File: src/rtl/wb_uart_console.sv
// Console UART behind a Wishbone B4 classic slave.
// Full-duplex 8N1 UART. It has a TX FIFO and an RX FIFO, a programmable baud divisor,
// sticky error flags and one registered level interrupt.
// Ports:
//   clk, rst                      rising-edge clock, asynchronous active-low reset
//   wb_cyc, wb_stb, wb_we,
//   wb_adr, wb_dat_i              Wishbone request; register select is wb_adr[3:2]
//   wb_dat_o, wb_ack              single-cycle acknowledge; read data is zero outside ack
//   tx                            serial out, idles high
//   rx                            asynchronous serial in
//   irq                           (RX_IE & RX_VALID) | (TX_IE & TX_EMPTY), registered
module wb_uart_console #(
  parameter logic [15:0] DEFAULT_DIV = 16'd434,
  parameter int unsigned TX_DEPTH    = 16,
  parameter int unsigned RX_DEPTH    = 16
) (
  input  logic        clk,
  input  logic        rst,
  input  logic        wb_cyc,
  input  logic        wb_stb,
  input  logic        wb_we,
  input  logic [3:0]  wb_adr,
  input  logic [31:0] wb_dat_i,
  output logic [31:0] wb_dat_o,
  output logic        wb_ack,
  output logic        tx,
  input  logic        rx,
  output logic        irq
);

  localparam int unsigned TxAw = $clog2(TX_DEPTH);
  localparam int unsigned RxAw = $clog2(RX_DEPTH);
  localparam logic [TxAw:0] TxOne = 1;
  localparam logic [RxAw:0] RxOne = 1;

  typedef enum logic [1:0] {StIdle, StStart, StData, StStop} uart_st_e;

  // Bus-side state
  logic        ack_q;
  logic [31:0] dat_o_q, rdata;
  logic [15:0] div_q;
  logic [3:0]  ctrl_q;
  logic        tx_ovf_q, tx_ovf_d, rx_ovf_q, rx_ovf_d, ferr_q, ferr_d, irq_q;
  logic        req, wr, rd, sel_data, sel_stat, sel_div, sel_ctrl;

  // FIFOs: one extra pointer bit separates full from empty
  logic [7:0]    tx_mem [TX_DEPTH];
  logic [7:0]    rx_mem [RX_DEPTH];
  logic [TxAw:0] tx_wptr_q, tx_rptr_q;
  logic [RxAw:0] rx_wptr_q, rx_rptr_q;
  logic          tx_fifo_empty, tx_full, tx_push_req, tx_push, tx_pop, tx_empty_stat;
  logic          rx_empty, rx_full, rx_push, rx_pop, rx_ovf_set, ferr_set;

  // TX engine
  uart_st_e    tx_st_q, tx_st_d;
  logic [15:0] tx_cnt_q, tx_cnt_d, tx_div_q, tx_div_d;
  logic [2:0]  tx_bit_q, tx_bit_d;
  logic [7:0]  tx_shift_q, tx_shift_d;
  logic        tx_q, tx_d, tx_bit_end;

  // RX engine
  uart_st_e    rx_st_q, rx_st_d;
  logic [15:0] rx_cnt_q, rx_cnt_d, rx_div_q, rx_div_d;
  logic [2:0]  rx_bit_q, rx_bit_d;
  logic [7:0]  rx_shift_q, rx_shift_d;
  logic        rx_s1_q, rx_s2_q, rx_s3_q, rx_bit_end;

  logic unused_bits;
  assign unused_bits = ^{wb_adr[1:0], wb_dat_i[31:16]};

  assign req      = wb_cyc & wb_stb & ~ack_q;
  assign wr       = req & wb_we;
  assign rd       = req & ~wb_we;
  assign sel_data = (wb_adr[3:2] == 2'd0);
  assign sel_stat = (wb_adr[3:2] == 2'd1);
  assign sel_div  = (wb_adr[3:2] == 2'd2);
  assign sel_ctrl = (wb_adr[3:2] == 2'd3);

  assign tx_fifo_empty = (tx_wptr_q == tx_rptr_q);
  assign tx_full       = (tx_wptr_q[TxAw] != tx_rptr_q[TxAw]) &&
                         (tx_wptr_q[TxAw-1:0] == tx_rptr_q[TxAw-1:0]);
  assign rx_empty      = (rx_wptr_q == rx_rptr_q);
  assign rx_full       = (rx_wptr_q[RxAw] != rx_rptr_q[RxAw]) &&
                         (rx_wptr_q[RxAw-1:0] == rx_rptr_q[RxAw-1:0]);
  assign tx_empty_stat = tx_fifo_empty & (tx_st_q == StIdle);

  assign tx_push_req = wr & sel_data;
  // A pop in the same cycle frees a slot, so a push into a full FIFO is still accepted
  assign tx_push     = tx_push_req & (~tx_full | tx_pop);
  assign rx_pop      = rd & sel_data & ~rx_empty;

  always_comb begin
    rdata = '0;
    unique case (wb_adr[3:2])
      2'd0:    rdata = rx_empty ? 32'd0 : {24'd0, rx_mem[rx_rptr_q[RxAw-1:0]]};
      2'd1:    rdata = {25'd0, ferr_q, rx_ovf_q, tx_ovf_q, rx_full, ~rx_empty, tx_full,
                        tx_empty_stat};
      2'd2:    rdata = {16'd0, div_q};
      default: rdata = {28'd0, ctrl_q};
    endcase
  end

  always_comb begin
    tx_ovf_d = tx_ovf_q;
    rx_ovf_d = rx_ovf_q;
    ferr_d   = ferr_q;
    if (wr && sel_stat) begin
      if (wb_dat_i[4]) tx_ovf_d = 1'b0;
      if (wb_dat_i[5]) rx_ovf_d = 1'b0;
      if (wb_dat_i[6]) ferr_d   = 1'b0;
    end
    if (tx_push_req && tx_full && !tx_pop) tx_ovf_d = 1'b1;
    if (rx_ovf_set) rx_ovf_d = 1'b1;
    if (ferr_set)   ferr_d   = 1'b1;
  end

  always_ff @(posedge clk or negedge rst) begin
    if (!rst) begin
      ack_q     <= 1'b0;
      dat_o_q   <= '0;
      div_q     <= DEFAULT_DIV;
      ctrl_q    <= 4'b0011;
      tx_ovf_q  <= 1'b0;
      rx_ovf_q  <= 1'b0;
      ferr_q    <= 1'b0;
      irq_q     <= 1'b0;
      tx_wptr_q <= '0;
      tx_rptr_q <= '0;
      rx_wptr_q <= '0;
      rx_rptr_q <= '0;
    end else begin
      ack_q    <= req;
      dat_o_q  <= rd ? rdata : 32'd0;
      tx_ovf_q <= tx_ovf_d;
      rx_ovf_q <= rx_ovf_d;
      ferr_q   <= ferr_d;
      irq_q    <= (ctrl_q[2] & ~rx_empty) | (ctrl_q[3] & tx_empty_stat);
      if (wr && sel_div)  div_q  <= (wb_dat_i[15:1] == 15'd0) ? 16'd2 : wb_dat_i[15:0];
      if (wr && sel_ctrl) ctrl_q <= wb_dat_i[3:0];
      if (tx_push) tx_wptr_q <= tx_wptr_q + TxOne;
      if (tx_pop)  tx_rptr_q <= tx_rptr_q + TxOne;
      if (rx_push) rx_wptr_q <= rx_wptr_q + RxOne;
      if (rx_pop)  rx_rptr_q <= rx_rptr_q + RxOne;
    end
  end

  always_ff @(posedge clk) begin
    if (tx_push) tx_mem[tx_wptr_q[TxAw-1:0]] <= wb_dat_i[7:0];
    if (rx_push) rx_mem[rx_wptr_q[RxAw-1:0]] <= rx_shift_q;
  end

  // TX: each level is held for the divisor latched at frame start
  assign tx_bit_end = (tx_cnt_q == tx_div_q - 16'd1);

  always_comb begin
    tx_st_d    = tx_st_q;
    tx_cnt_d   = tx_cnt_q;
    tx_div_d   = tx_div_q;
    tx_bit_d   = tx_bit_q;
    tx_shift_d = tx_shift_q;
    tx_d       = tx_q;
    tx_pop     = 1'b0;
    unique case (tx_st_q)
      StIdle: begin
        tx_d = 1'b1;
        if (ctrl_q[0] && !tx_fifo_empty) begin
          tx_pop     = 1'b1;
          tx_shift_d = tx_mem[tx_rptr_q[TxAw-1:0]];
          tx_div_d   = div_q;
          tx_cnt_d   = '0;
          tx_st_d    = StStart;
          tx_d       = 1'b0;
        end
      end
      StStart: begin
        if (tx_bit_end) begin
          tx_cnt_d = '0;
          tx_bit_d = '0;
          tx_st_d  = StData;
          tx_d     = tx_shift_q[0];
        end else tx_cnt_d = tx_cnt_q + 16'd1;
      end
      StData: begin
        if (tx_bit_end) begin
          tx_cnt_d = '0;
          if (tx_bit_q == 3'd7) begin
            tx_st_d = StStop;
            tx_d    = 1'b1;
          end else begin
            tx_bit_d   = tx_bit_q + 3'd1;
            tx_shift_d = {1'b0, tx_shift_q[7:1]};
            tx_d       = tx_shift_q[1];
          end
        end else tx_cnt_d = tx_cnt_q + 16'd1;
      end
      default: begin
        if (tx_bit_end) tx_st_d = StIdle;
        else tx_cnt_d = tx_cnt_q + 16'd1;
      end
    endcase
  end

  // RX: sample mid-bit, starting half a bit after the synchronised falling edge
  assign rx_bit_end = (rx_cnt_q == rx_div_q - 16'd1);

  always_comb begin
    rx_st_d    = rx_st_q;
    rx_cnt_d   = rx_cnt_q;
    rx_div_d   = rx_div_q;
    rx_bit_d   = rx_bit_q;
    rx_shift_d = rx_shift_q;
    rx_push    = 1'b0;
    rx_ovf_set = 1'b0;
    ferr_set   = 1'b0;
    unique case (rx_st_q)
      StIdle: begin
        if (ctrl_q[1] && rx_s3_q && !rx_s2_q) begin
          rx_st_d  = StStart;
          rx_div_d = div_q;
          rx_cnt_d = '0;
        end
      end
      StStart: begin
        if (rx_cnt_q == (rx_div_q >> 1) - 16'd1) begin
          rx_cnt_d = '0;
          rx_bit_d = '0;
          rx_st_d  = rx_s2_q ? StIdle : StData;
        end else rx_cnt_d = rx_cnt_q + 16'd1;
      end
      StData: begin
        if (rx_bit_end) begin
          rx_cnt_d   = '0;
          rx_shift_d = {rx_s2_q, rx_shift_q[7:1]};
          if (rx_bit_q == 3'd7) rx_st_d = StStop;
          else rx_bit_d = rx_bit_q + 3'd1;
        end else rx_cnt_d = rx_cnt_q + 16'd1;
      end
      default: begin
        if (rx_bit_end) begin
          rx_st_d = StIdle;
          if (!rx_s2_q) ferr_set = 1'b1;
          else if (rx_full && !rx_pop) rx_ovf_set = 1'b1;
          else rx_push = 1'b1;
        end else rx_cnt_d = rx_cnt_q + 16'd1;
      end
    endcase
  end

  always_ff @(posedge clk or negedge rst) begin
    if (!rst) begin
      tx_st_q    <= StIdle;
      tx_cnt_q   <= '0;
      tx_div_q   <= DEFAULT_DIV;
      tx_bit_q   <= '0;
      tx_shift_q <= '0;
      tx_q       <= 1'b1;
      rx_st_q    <= StIdle;
      rx_cnt_q   <= '0;
      rx_div_q   <= DEFAULT_DIV;
      rx_bit_q   <= '0;
      rx_shift_q <= '0;
      rx_s1_q    <= 1'b1;
      rx_s2_q    <= 1'b1;
      rx_s3_q    <= 1'b1;
    end else begin
      tx_st_q    <= tx_st_d;
      tx_cnt_q   <= tx_cnt_d;
      tx_div_q   <= tx_div_d;
      tx_bit_q   <= tx_bit_d;
      tx_shift_q <= tx_shift_d;
      tx_q       <= tx_d;
      rx_st_q    <= rx_st_d;
      rx_cnt_q   <= rx_cnt_d;
      rx_div_q   <= rx_div_d;
      rx_bit_q   <= rx_bit_d;
      rx_shift_q <= rx_shift_d;
      rx_s1_q    <= rx;
      rx_s2_q    <= rx_s1_q;
      rx_s3_q    <= rx_s2_q;
    end
  end

  assign wb_ack   = ack_q;
  assign wb_dat_o = dat_o_q;
  assign tx       = tx_q;
  assign irq      = irq_q;

endmodule

File: config.mk
export PLATFORM = sky130hd
export DESIGN_NAME = wb_uart_console
export DESIGN_NICKNAME = d
export VERILOG_FILES = /design/src/rtl/wb_uart_console.sv
export SDC_FILE = /design/constraint.sdc
export NUM_CORES = 1
export LEC_CHECK = 0
export BUFFER_PORTS_ARGS = -buffer_cell sky130_fd_sc_hd__buf_2
export CORE_MARGIN = 2
export CORE_UTILIZATION = 30
export DETAILED_ROUTE_END_ITERATION = 7
export GPL_ROUTABILITY_DRIVEN = 0
export SYNTH_ARGS = -nofsm -noshare
export SYNTH_HDL_FRONTEND = slang
export SYNTH_SLANG_ARGS = --single-unit
File: constraint.sdc
create_clock -name clk -period 3.6 [get_ports clk]
set_clock_uncertainty 0.05 [all_clocks]
set_input_delay 0.18 -clock clk [delete_from_list [all_inputs] [get_ports clk]]
set_output_delay 0.18 -clock clk [all_outputs]
set_load 0.02 [all_outputs]
# Yosys cells after proc, flatten, opt, wreduce, memory -nomap -nowiden
# Memories as Yosys holds them, arrays and structs flattened.
# Index checks and enable logic that the tools add are counted.
[word_totals]
output_inout_bits = 35
word_cells = 202
ramBits = 256
n_memories = 2
regBits = 171
inputBits = 42
[mem_list]
columns = ["name", "words", "word_bits", "rd", "rd_clocked_by_memory_dff", "wr", "line_no", "rtl"]
rows = [
  ["rx_mem", 16, 8, 1, 0, 1, "48", "logic [7:0] rx_mem [RX_DEPTH];"],
  ["tx_mem", 16, 8, 1, 0, 1, "47", "logic [7:0] tx_mem [TX_DEPTH];"],
]
[op_classes]
reduce_logical = 47
n_bitwise = 17
n_eq_ne = 30
n_addsub = 11
mux = 69
[ops]
columns = ["cell", "count"]
rows = [
  ["2-to-1 mux 16 bit", 8],
  ["case mux 16 bit (3 select lines)", 2],
  ["== test 16 bit", 3],
  ["adder 16 x 1 -> 16 bit (second input constant)", 2],
  ["2-to-1 mux 32 bit", 1],
  ["2-to-1 mux 8 bit", 4],
  ["case mux 16 bit (2 select lines)", 1],
  ["subtractor 16 x 1 -> 16 bit (second input constant)", 2],
  ["2-to-1 mux 1 bit", 30],
  ["2-to-1 mux 2 bit", 11],
  ["adder 5 x 1 -> 5 bit (second input constant)", 4],
  ["nonzero test 2 bit", 10],
  ["2-to-1 mux 3 bit", 6],
  ["!= test 2 bit (second input constant)", 9],
  ["case mux 8 bit (2 select lines)", 1],
  ["AND reduction 2 bit", 8],
  ["subtractor 15 x 1 -> 16 bit (second input constant)", 1],
  ["logical NOT 15 bit", 1],
  ["case mux 2 bit (3 select lines)", 2],
  ["case mux 3 bit (2 select lines)", 2],
  ["AND reduction 4 bit", 3],
  ["AND 1 bit", 11],
  ["logical AND 1 bit", 11],
  ["== test 5 bit", 2],
  ["other kinds (19)", 39],
]

# Longest topological paths before layout
# Gate-level depths: netlist of the first run.
[depth]
depth_word = 13
ltp_mapped = 12
mapped_depth_nobuf = 10

# Worst setup path before layout of the first run
# OpenSTA, ideal clock, no wires.
[synth_timing]
path_kind = "register to register"
start = "register rx_div_q[2]"
end = "memory rx_mem[0][0], enable pin"
path_buffers = 2
slack_ps = -219
stages_incl_launch_ff = 12
t_arrival_ps = 3386
t_required_ps = 3167
path_cell_list = "dfrtp_1 inv_1 ha_1 or4b_2 o31a_1 o32ai_1 a21oi_1 nor4_1 buf_2 buf_2 nand2_1 nor3_1"
[synth_between]
elab_chain_len = 6
[synth_lines]
columns = ["item", "line_no", "rtl"]
rows = [
  ["from (decl)", "63", "logic [15:0] rx_cnt_q, rx_cnt_d, rx_div_q, rx_div_d;"],
  ["from (signal assigned)", "274", "rx_div_q <= rx_div_d;"],
  ["subtractor 16 x 1 -> 16 bit", "204", "assign rx_bit_end = (rx_cnt_q == rx_div_q - 16'd1);"],
  ["== test 16 bit", "204", ""],
  ["2-to-1 mux 1 bit", "239", "if (rx_bit_end) begin"],
  ["2-to-1 mux 1 bit", "215", "unique case (rx_st_q)"],
  ["2-to-1 mux 1 bit", "149", "if (rx_push) rx_mem[rx_wptr_q[RxAw-1:0]] <= rx_shift_q;"],
  ["2-to-1 mux 1 bit (implied by the code)", "149", ""],
  ["to (decl)", "48", ""],
]
# Every way passes these cells.

# Final worst setup path of the first run
[layout_timing]
start = "register rx_div_q[2]"
end = "register rx_bit_q[2]"
[layout_between]
elab_chain_len = 4
elab_cells_between_ends = 7
classes_between = "add/sub (2); eq/ne (4); reduce/logical (1)"
[layout_lines]
columns = ["item", "line_no", "rtl"]
rows = [
  ["subtractor 16 x 1 -> 16 bit or subtractor 15 x 1 -> 16 bit (tied branches)", "204, 224", ""],
  ["== test 16 bit (on tied branches)", "204, 224", ""],
  ["!= test 2 bit (no line)", "n/a", ""],
  ["AND reduction 4 bit (no line) *", "n/a", ""],
  ["to (signal assigned)", "275", "rx_bit_q <= rx_bit_d;"],
  ["to (decl)", "64", "logic [2:0] rx_bit_q, rx_bit_d;"],
]
# Every way passes the cells marked *; elsewhere a longest branch is shown, timed or not.
# A chain may end at the register's enable or synchronous reset.

==> results.yml, run 1 <==
floorplanning:
  die_w_um: 257
  rows: 92
  ioPinCount: 77
  design.die.area_mm2: 0.0659
  placeableCoreArea_mm2: 0.0631
  initial_core_util_pct: 30.3
  fp.dieH_um: 257
finish:
  layout_common_cells: "256 x edfxtp_1, 131 x dfrtp_1, 122 x nand2_1"
  fillers: 6094
  final_common_cell: "edfxtp_1"
  syn2layout_area_growth_pct: 17.3
  fin_area_mm2: 0.0225
  final_cell_count_no_fill: 2362
  fin_nets: 1545
  drive_above_1_share_pct: 24.2
  antenna_cells: 0
power:
  power_switching_mw: 5.49
  p_int_mw: 10.5
  power_density_mw_per_mm2: 710
  ir_drop_uv: 371
  p_clk_share_pct: 28.1
  p_leak_nw: 8.35
  p_sw_share_pct: 34.4
  p_seq_share_pct: 38.9
  comb_power_share_pct: 33.0
outcome:
  status: "complete, no violations"
flow_run:
  drv_cap: 0
placed_design:
  postPlaceCellArea_mm2: 0.0207
  dp_slack_ns: -0.0625
  dpl.hpwl_um: 29900
  port_buffers: 42
  dp_cells: 2254
worst_hold_path:
  hold_class: "input pin to register"
yosys:
  synth_area_mm2: 0.0191
  yosysTopAreaCell: "edfxtp_1"
  yosys-top-cells-area: "edfxtp_1 40%, dfrtp_1 18%, mux4_2 9.4%"
  synth_cell_type_count: 86
  yosysTopAreaCellShare_pct: 40.2
  synth-warning-count: 0
  syn-mean-instance-area_um2: 13.9
  synth_cells: 1376
  ys_seq_area_share_pct: 60.6
  synthFlopType: "edfxtp_1"
  synth_edf_count: 256
  synth-async-reset-ratio_pct: 37.7
  ys_seq_elements: 411
grt:
  antenna_found_initial: 2
  grt_use_total_pct: 13.4
  grt-ovfl-total: 0
  grt_start_max_net_pins: 83
  first_global_vias: 12011
  grt_pass1_wl_um: 69900
clocking:
  cts_max_level: 2
  cts_buffer_depth: 3
  numCtsBuffers: 44
  clock_latency_ns: 0.59
  cts_tree: "yes"
  cts_root_buf: "clkbuf_16"
  cts.clk_slew.worst_paths_ns: 0.06
  clkSinkCount: 411
sta:
  maxSlewHeadroom_pct: 34.6
  slew_viol_final: 0
  fin_crit_ns: 3.51
  grt_setup_unrepaired: "false"
  setup_viol: 0
  fmax_ghz: 0.285
  tightest_slew_ns: 0.973
  hold_violations: 0
  timing.final.ws_setup_ns: 0.0865
  finalSetupTns_ns: 0
  period_share_pct: 97.6
route:
  drt_first_pass_iters: 5
  drc_errors: 0
  post_drt_wl_per_cell_um: 18.8
  route.vias.total: 11836
  wirelength_um: 44400
  drt_iter0_drc: 930
  viasPerCell: 5.01
  drt.antenna.violating_nets: 0
worst_setup_path:
  start_kind: "register"
  critPathTopFamily: "simple AND/OR/NAND/NOR gates"
  cp_slowest_stage_delay_ns: 0.59
  crit_path_top_delay_cell: "or4b_4"
  cp-end-kind: "register"
  worst-path-buf-inv: 1
  path_max_fanout: 4
  path_cells: "inv_2 -> ha_2 -> or4b_4 -> or3_4 -> a2111oi_4 -> nand4b_1 -> or4b_4 -> nor4_2 -> nor3b_1 -> a311o_1"
  crit_arrival_ns: 3.90
  cpMostUsedCell: "or4b_4"
  worst-setup-path-type: "register to register"
  worst-endpoint-required_ns: 3.99
metal layers:
metal	global-route usage, %	vias up	part of all wire [%]
met3	2.20	58	4.7
li1	-	5420	-
met2	22.6	317	49
met4	3.18	2	1.5
met5	0	-	0.025
met1	18.1	6039	45
state kept, by name (all words and copies together) (netlist names), 4 cells and up:
name        flops
tx_rptr_q       5
tx_cnt_q       16
rx_wptr_q       5
rx_mem        128
rx_div_q       16
rx_rptr_q       5
div_q          16
tx_shift_q      8
tx_wptr_q       5
tx_div_q       16
ctrl_q          4
tx_mem        128
rx_cnt_q       16
wb_dat_o       16
rx_shift_q      8
worst reg2reg max path: stages, from the launching register on:
cell,delay (ns)
dfrtp_2,0.42
inv_2,0.07
ha_2,0.19
or4b_4,0.50
or3_4,0.39
a2111oi_4,0.33
nand4b_1,0.16
or4b_4,0.59
nor4_2,0.24
nor3b_1,0.10
a311o_1,0.33
power by group through the flow:
stage | registers [mW] | logic (mW) | clock network (mW)
3_3_place_gp | 6.27 | 5.02 | 0
2_1_floorplan | 5.82 | 4.16 | 0
5_1_grt | 6.30 | 5.76 | 4.79
6_report | 6.21 | 5.27 | 4.48
4_1_cts | 6.21 | 5.19 | 4.59
3_5_place_dp | 6.29 | 5.11 | 0
synthesized netlist by cell type (all sizes together), types with 23 or more instances:
cell type / count
a21oi: 39
and3: 25
buf: 40
clkbuf: 57
dfrtp: 134
edfxtp: 256
ha: 23
inv: 29
mux2: 46
mux4: 80
nand2: 122
nand3: 23
nand4: 26
nor2: 63
nor4: 27
o21ai: 33
or4: 23
xnor2: 61
xor2: 35
area by class of cell:
cell class	instances	area, µm²	area share [%]
clock inverter	24	250	1.11
clock buffer	58	1190	5.31
timing repair buffer	139	1150	5.13
tap	846	1060	4.71
inverter	29	109	0.485
multi-input combinational	855	7110	31.6
sequential	411	11600	51.6
kinds of logic after synthesis:
kind of cell               share of synthesized area, %
adders and majority gates                          1.50
DFF                                                60.6
buffers and inverters                              3.03
other                                            0.0196
and+or+nand+nor                                    11.7
xor gates and xnor gates                           4.39
muxes                                              13.1
AOI/OAI and AO/OA                                  5.75
stage by stage:
stage	util (%)	power (mW)	hold WS, ns
after global routing	35.6	16.8	0.173
after CTS	35.5	16.0	0.114
after floorplan	-	9.97	-0.166
after global placement	32.8	11.3	0.237
final	35.6	16.0	0.152
after detailed placement	32.8	11.4	0.240
timing repair:
action | in CTS | in global routing
endpoints found under the hold margin | 214 | 0
endpoints found under the setup margin | 63 | 154
pin swaps | 1 | 5
resized for setup | 5 | 12
buffers inserted | 1 | 2
cloned | 1 | 1
hold buffers | 21 | 0
path summary, 6_finish.rpt:
kind                                    startpoint  slack (ns)                  endpoint  depth (start not counted)
min                                      wb_adr[3]        0.15     wb_dat_o[1]$_DFF_PN0_                          3
max reg2reg                rx_div_q[2]$_DFFE_PN0P_        0.09   rx_bit_q[2]$_DFFE_PN0P_                         10
max in group asynchronous                      rst        2.40            tx$_DFFE_PN1P_                          3
max                        rx_div_q[2]$_DFFE_PN0P_        0.09   rx_bit_q[2]$_DFFE_PN0P_                         10
min reg2reg                      rx_s1_q$_DFF_PN1_        0.30         rx_s2_q$_DFF_PN1_                          0
min in group asynchronous                      rst        0.20  rx_wptr_q[1]$_DFFE_PN0P_                          2
(Power assumes the default switching activity.)
==> run 2: changes to the inputs <==
CORE_UTILIZATION = 35   (was 30)
==> run 2 against run 1 <==
Against the previous run:
- clock power grew 2%
- sequential cell count is the same
- register-to-register slack gained 0.09 ns
- combinational power shrank 2%
==> results.yml, run 2 (synthesized netlist as in run 1, its figures left out) <==
floorplanning:
  ioPinCount: 77
  fp.dieH_um: 238
  design.die.area_mm2: 0.0566
  rows: 85
  initial_core_util_pct: 35.5
  placeableCoreArea_mm2: 0.0539
  die_w_um: 238
sta:
  setup_viol: 0
  tightest_slew_ns: 0.794
  maxSlewHeadroom_pct: 47.1
  fin_crit_ns: 3.42
  fin_hold_ws_ns: 0.00827
  finalSetupTns_ns: 0
  grt_setup_unrepaired: "false"
  period_share_pct: 95.1
  slew_viol_final: 0
  fmax_ghz: 0.292
  timing.final.ws_setup_ns: 0.175
  hold_violations: 0
finish:
  syn2layout_area_growth_pct: 16.4
  drive_above_1_share_pct: 24.0
  final_cell_count_no_fill: 2210
  postLayoutCoreUtil_pct: 41.3
  fin_nets: 1542
  antenna_cells: 0
  layout_common_cells: "256 x edfxtp_1, 132 x dfrtp_1, 122 x nand2_1"
  fin_area_mm2: 0.0223
  final_common_cell: "edfxtp_1"
worst_setup_path:
  path_max_fanout: 14
  cp_slowest_stage_delay_ns: 0.53
  reg2reg_to: "rx_cnt_q[13]$_DFFE_PN0P_"
  r2r_slack_ns: 0.18
  worstReg2RegStart: "rx_div_q[2]$_DFFE_PN0P_"
  crit_path_top_delay_cell: "or4b_4"
  worst-setup-path-type: "register to register"
  path_cells: "inv_1 -> ha_1 -> or4b_4 -> or3_4 -> a2111oi_4 -> nand4b_1 -> or4b_4 -> o41ai_2 -> or2_1 -> buf_12 -> a21oi_1"
  ff2ff_path_depth: 11
  worst-endpoint-required_ns: 3.99
  start_kind: "register"
  cpMostUsedCell: "or4b_4"
  crit_arrival_ns: 3.81
  cp-end-kind: "register"
clocking:
  clock_latency_ns: 0.59
  cts_root_buf: "clkbuf_16"
  clkSinkCount: 411
  cts.clk_slew.worst_paths_ns: 0.06
  numCtsBuffers: 45
  cts_tree: "yes"
  cts_buffer_depth: 3
  cts_max_level: 2
flow_run:
  drv_cap: 0
route:
  drt_first_pass_iters: 5
  viasPerCell: 5.32
  drt.antenna.violating_nets: 0
  wirelength_um: 44200
  drt_iter0_drc: 904
  drc_errors: 0
  post_drt_wl_per_cell_um: 20.0
  route.vias.total: 11750
worst_hold_path:
  hold_class: "input pin to register"
  hold_start: "wb_dat_i[4]"
  min_to: "tx_mem[15][4]$_DFFE_PP_"
  whs_path_depth: 1
grt:
  first_global_vias: 11604
  antenna_found_initial: 2
  grt_start_max_net_pins: 74
  grt_pass1_wl_um: 68400
  grt-ovfl-total: 0
  grt_use_total_pct: 15.7
power:
  power_density_mw_per_mm2: 715
  p_leak_nw: 8.35
  finalPower_mw: 15.9
  ir_drop_uv: 385
outcome:
  status: "complete, no violations"
placed_design:
  postPlaceCellArea_mm2: 0.0205
  port_buffers: 42
  dp_slack_ns: -0.0658
  dp_cells: 2104
  dpl.hpwl_um: 29600
-- run 2: where the power goes --
part | internal, mW | total (mW) | switching [mW] | leakage (nW)
sequential | 5.47 | 6.20 | 0.737 | 4.33
combinational | 2.40 | 5.17 | 2.78 | 3.30
clock | 2.65 | 4.55 | 1.90 | 0.713
total | 10.5 | 15.9 | 5.41 | 8.35
-- run 2: cell type report --
| cell class | instances | area (µm²) |
|---|---|---|
| Fill cell | 4876 | 31600 |
| Tap cell | 696 | 871 |
| Multi-Input combinational cell | 854 | 7090 |
| Clock buffer | 55 | 1180 |
| Timing Repair Buffer | 136 | 1140 |
| Inverter | 29 | 109 |
| Clock inverter | 29 | 289 |
| Sequential cell | 411 | 11600 |
-- run 2: worst max path at each step --
stage,from,end,slack (ns),depth (start not counted)
CTS,rx_div_q[2]$_DFFE_PN0P_,rx_mem[1][0]$_DFFE_PP_,0.05,13
detailed placement,rx_div_q[2]$_DFFE_PN0P_,rx_mem[1][4]$_DFFE_PP_,-0.07,11
finish,rx_div_q[2]$_DFFE_PN0P_,rx_cnt_q[13]$_DFFE_PN0P_,0.18,11
global placement,rx_div_q[2]$_DFFE_PN0P_,rx_mem[3][4]$_DFFE_PP_,0.01,11
global route,rx_div_q[2]$_DFFE_PN0P_,rx_cnt_q[9]$_DFFE_PN0P_,0.03,11
floorplan,rx_div_q[2]$_DFFE_PN0P_,rx_mem[0][0]$_DFFE_PP_,-0.22,11
-- run 2: timing repair --
action / CTS / global route
endpoints found under the hold margin: 132 / 0
resized for setup: 4 / 10
cloned: 2 / 0
hold buffers: 17 / 0
pin swaps: 1 / 1
setup endpoints to repair: 16 / 136
buffers inserted: 2 / 1
-- run 2: critical path: cells and delay by family (launching register included) --
kind	cells	cell delay [ns]
DFF	1	0.38
buffers and inverters	2	0.24
and+or+nand+nor	5	1.76
AOI/OAI and AO/OA	3	0.67
adders and majority gates	1	0.18
-- run 2: routing by layer --
| layer | GRT usage, % | vias up | part of all wire [%] |
|---|---|---|---|
| met5 | 0 | - | 0.054 |
| met4 | 5.62 | 4 | 3.0 |
| met3 | 2.83 | 84 | 4.5 |
| met2 | 25.8 | 264 | 49 |
| met1 | 20.9 | 5972 | 44 |
| li1 | - | 5426 | - |
